==> src/rtl/font_pkg.sv <==
// Shared types and widths for the character-generator RAM loader.
package font_pkg;

  localparam int FONT_ROWS   = 8;
  localparam int CHAR_ADDR_W = 6;
  localparam int ROW_W       = 3;
  localparam int DATA_W      = 8;
  localparam int ADDR_W      = CHAR_ADDR_W + ROW_W;
  localparam int NUM_W       = CHAR_ADDR_W + 1;
  localparam int COUNT_W     = ADDR_W + 1;

  typedef enum logic [1:0] {S_IDLE, S_LOAD, S_FLUSH} font_wr_state_t;

  // A glyph count of zero means the whole font, so the byte count tops out at 512.
  function automatic logic [COUNT_W-1:0] load_count(input logic [NUM_W-1:0] num);
    if (num == '0)
      return COUNT_W'(FONT_ROWS * (1 << CHAR_ADDR_W));
    else
      return {num, ROW_W'(0)};
  endfunction

endpackage

==> src/rtl/font_ram_writer.sv <==
// Streams glyph row bytes into the char_gen RAM write port, one byte per
// font row, starting at {start_char, row 0}.
module font_ram_writer
  import font_pkg::*;
(
  input  logic                   clock,
  input  logic                   reset,
  input  logic                   start,
  input  logic [CHAR_ADDR_W-1:0] start_char,
  input  logic [NUM_W-1:0]       num_chars,
  input  logic                   abort,
  input  logic [DATA_W-1:0]      data_in,
  input  logic                   data_valid,
  output logic                   data_ready,
  output logic [ADDR_W-1:0]      ram_address,
  output logic [DATA_W-1:0]      ram_data,
  output logic                   ram_wren,
  output logic                   busy,
  output logic                   done,
  output logic                   aborted
);

  font_wr_state_t state, next_state;

  logic [CHAR_ADDR_W-1:0] char_idx;
  logic [ROW_W-1:0]       row_idx;
  logic [COUNT_W-1:0]     remaining;

  logic accept;
  logic load_start;
  logic abort_load;

  always_ff @(posedge clock) begin
    if (reset)
      state <= S_IDLE;
    else
      state <= next_state;
  end

  // Abort takes priority over a same-cycle byte, so that byte is never written.
  always_comb begin
    next_state = state;
    accept     = 1'b0;
    load_start = 1'b0;
    abort_load = 1'b0;
    case (state)
      S_IDLE: begin
        if (start && !abort) begin
          next_state = S_LOAD;
          load_start = 1'b1;
        end
      end
      S_LOAD: begin
        if (abort) begin
          next_state = S_IDLE;
          abort_load = 1'b1;
        end else if (data_valid) begin
          accept = 1'b1;
          if (remaining == COUNT_W'(1))
            next_state = S_FLUSH;
        end
      end
      S_FLUSH: next_state = S_IDLE;
      default: next_state = S_IDLE;
    endcase
  end

  assign data_ready = (state == S_LOAD) && !abort;
  assign busy       = (state != S_IDLE);
  assign done       = (state == S_FLUSH);

  // The character index wraps modulo 64 on its own width.
  always_ff @(posedge clock) begin
    if (reset) begin
      char_idx  <= '0;
      row_idx   <= '0;
      remaining <= '0;
    end else if (load_start) begin
      char_idx  <= start_char;
      row_idx   <= '0;
      remaining <= load_count(num_chars);
    end else if (accept) begin
      row_idx   <= row_idx + 1'b1;
      remaining <= remaining - 1'b1;
      if (row_idx == ROW_W'(FONT_ROWS - 1))
        char_idx <= char_idx + 1'b1;
    end
  end

  always_ff @(posedge clock) begin
    if (reset) begin
      ram_wren    <= 1'b0;
      ram_address <= '0;
      ram_data    <= '0;
      aborted     <= 1'b0;
    end else begin
      ram_wren <= accept;
      aborted  <= abort_load;
      if (accept) begin
        ram_address <= {char_idx, row_idx};
        ram_data    <= data_in;
      end
    end
  end

endmodule

==> config.mk <==
export PLATFORM = sky130hd
export DESIGN_NAME = font_ram_writer
export DESIGN_NICKNAME = d
export VERILOG_FILES = /design/src/rtl/font_pkg.sv /design/src/rtl/font_ram_writer.sv
export SDC_FILE = /design/constraint.sdc
export NUM_CORES = 1
export LEC_CHECK = 0
export ABC_AREA = 1
export BUFFER_PORTS_ARGS = -buffer_cell sky130_fd_sc_hd__buf_2
export CORE_UTILIZATION = 41
export CTS_BUF_LIST = sky130_fd_sc_hd__clkbuf_8
export CTS_CLUSTER_DIAMETER = 30
export DETAILED_ROUTE_END_ITERATION = 7
export GPL_TIMING_DRIVEN = 0
export PLACE_DENSITY = 0.7
export REMOVE_ABC_BUFFERS = 1
export SETUP_SLACK_MARGIN = 0.02
export SYNTH_ARGS = -nofsm -noshare
export SYNTH_HDL_FRONTEND = slang
export SYNTH_SLANG_ARGS = --single-unit
==> constraint.sdc <==
create_clock -name clock -period 1.5 [get_ports clock]
set_input_delay 0.15 -clock clock [delete_from_list [all_inputs] [get_ports clock]]
set_output_delay 0.15 -clock clock [all_outputs]
set_load 0.02 [all_outputs]
==> flow_summary.yaml <==
place:
  portBuffers: 47
  hpwl_mm: 3.03
  gp_congestion: 0.804
  placed_cell_area_um2: 2200
setup_path:
  worstReg2RegStart: "state[1]$_SDFFE_PP0P_"
  cp_top_family: "simple AND/OR/NAND/NOR gates"
  crit_buf_inv: 2
  critPathRequiredTime_ns: 1.70
  r2r-end: "remaining[3]$_SDFFE_PP0P_"
  r2r_cells: 7
  max_stage_delay_ns: 0.41
  crit_slowest_cell: "dfxtp_1"
  reg2reg_slack_ns: 0.12
  cp-startpoint: "state[1]$_SDFFE_PP0P_"
  crit_type: "reg2reg"
  cp-endpoint: "remaining[3]$_SDFFE_PP0P_"
  cp-end-kind: "register"
  worstPathArrival_ns: 1.58
  startpoint_type: "register"
  cp.depth: 7
  crit_fanout: 30
  path_cells: "nor2_4, nand2_4, clkinv_8, nand3_1, o211ai_1, nand2_1, inv_1"
global_route:
  grt_antenna_before_repair: 0
  grt_pass1_vias: 1661
  grt_pass1_wl_mm: 7.32
  grt_max_degree: 31
  grt_use_total_pct: 18.3
  overflow: 0
clock_network:
  path_clk_slew_ns: 0.09
  clockBufferDepth: 2
  cts_made_buffers: 5
  insertion_delay_ns: 0.30
  h-tree-depth: 2
  hold_buffers: 0
  cts_root_buf: "clkbuf_8"
  cts_tree: "built"
  cts_setup_buffers: 0
  clock_sinks: 40
sta:
  max_freq_mhz: 724
  fin_crit_sh_pct: 92.0
  maxSlewHeadroom_pct: 52.2
  holdWs_ns: 0.0993
  grt_setup_unrepaired: "yes"
  hold_viol: 0
  clock_skew_ns: 0.0109
  finalCriticalPeriod_ns: 1.38
  tns_ns: 0
  report.final.slew_viol_count: 0
  tightestPinTransition_ns: 0.716
  setup_viol: 0
layout:
  layout_commonest_cell: "nor2_1"
  nets: 358
  finalInstanceArea_um2: 2330
  mostFrequentLayoutCells: "58 x nor2_1, 47 x buf_2, 45 x nand2_1, 40 x dfxtp_1, 32 x inv_1"
  drive_gt1_share_pct: 22.0
  final_core_util_pct: 52.0
  final.fill_count: 451
  insertedDiodeCount: 0
  area_growth_pct: 18.5
pwr:
  power_density_nw_per_um2: 1020
  seqPwrFrac_pct: 47.8
  p_leak_uw: 0.00110
  p_sw_share_pct: 27.1
  pwr-share-clk_pct: 38.3
  netSwitchingPower_uw: 642
  p_int_uw: 1720
  ir_worst_vdd_v: 0.000508
  comb_power_share_pct: 13.9
  power_uw: 2370
floorplanning:
  core_um2: 4470
  die_h_um: 71.2
  num_rows: 24
  dieArea_um2: 5080
  pin_count: 48
  die_w_um: 71.2
  initial_utilization_pct: 43.9
routing:
  drtAntennaViolNets: 0
  drc_errors: 6
  wl_mm: 4.41
  drt_iter0_markers: 130
  wire_per_inst_um: 11.6
  vias: 1863
  vias_per_cell: 4.90
  drtPass1Iterations: 8
logic_synthesis:
  ys_seq_elements: 40
  yosys.area.top_type: "dfxtp_1"
  yosysWarningCount: 0
  netlist.area_leader.share_pct: 40.7
  syn-instance-count: 283
  postSynthAreaPerCell_um2: 6.95
  seq_area_frac_synth_pct: 40.7
  synth_top_cells_by_area: "dfxtp_1 41%, nor2_1 11%, nand2_1 8.6%"
  synth_area_um2: 1970
  synth.distinct_cells: 31
min_path:
  hp-class: "in2reg"
flow_run:
  max_cap_violations: 0
status:
  status: "finished with violations"
  violations: "design-rule violations"
-- synth_stat cells, drive strengths merged --
cell    number
nand4        3
clkbuf       2
buf          8
nor2        63
dfxtp       40
inv         36
o21ai       33
a31oi        1
nand3       16
nor4         2
nand2       48
a21oi       13
xor2         1
nor3b        1
nor3         4
o22ai        2
o211ai       3
ha           5
o31ai        1
or2          1
-- worst min path at each step --
stage	from	endpoint	slack [ns]	cells after the start
6_report	data_in[5]	ram_data[5]$_SDFFE_PP0P_	0.1	3
5_1_grt	num_chars[2]	remaining[9]$_SDFFE_PP0P_	0.14	4
4_1_cts	data_in[7]	ram_data[7]$_SDFFE_PP0P_	0.1	3
3_5_place_dp	data_in[7]	ram_data[7]$_SDFFE_PP0P_	0.41	3
3_3_place_gp	data_in[0]	ram_data[0]$_SDFFE_PP0P_	0.40	3
2_1_floorplan	reset	remaining[4]$_SDFFE_PP0P_	0.21	1
-- through the flow --
stage,std cells,worst slack [ns]
floorplan,273,0.158
global placement,372,-0.113
global route,380,0.0183
CTS,380,0.0603
detailed placement,372,-0.140
finish,380,0.120
-- timing repair --
action / 4_1_cts / 5_1_grt
pin swaps: 0 / 0
endpoints found under the hold margin: 0 / 0
endpoints found under the setup margin: 13 / 3
gates resized for setup: 2 / 3
-- worst reg2reg max path: stages, from the launching register on --
cell	delay (ns)
dfxtp_1	0.41
nor2_4	0.07
nand2_4	0.25
clkinv_8	0.21
nand3_1	0.13
o211ai_1	0.10
nand2_1	0.07
inv_1	0.04
-- sequential cells by signal (all words and copies together), names as in the netlist --
name         flops
state            2
ram_wren         1
ram_data         8
row_idx          3
ram_address      9
aborted          1
remaining       10
char_idx         6
-- routing by layer --
layer / up-vias / wire length (um) / GRT usage, %
li1: 992 / - / -
met1: 817 / 2200 / 24.0
met2: 49 / 1960 / 30.2
met3: 5 / 200 / 3.09
met4: 0 / 53 / 7.33
met5: - / 0 / 0
-- power groups by stage --
stage | sequential [uW] | combinational [uW] | clock [uW]
after CTS | 1130 | 325 | 922
after global placement | 1150 | 320 | 0
after floorplan | 1170 | 207 | 0
after global routing | 1140 | 376 | 949
final | 1130 | 329 | 905
after detailed placement | 1160 | 322 | 0
-- logic make-up after synthesis --
kind of cell / share of synthesized area (%)
AOI/OAI and AO/OA: 14.8
xor gates and xnor gates: 0.446
adders and majority gates: 3.18
buffers and inverters: 10.2
DFF: 40.7
and+or+nand+nor: 30.6
-- cell type report --
cell class,count,area [um2],area share [%]
clock inverters,3,47.5,2.04
repair buffers,47,235,10.1
multi-input cells,197,963,41.4
inverters,36,148,6.34
flip-flops and latches,40,801,34.4
clock buffers,5,68.8,2.96
well taps,52,65.1,2.79
(Power assumes the default switching activity.)
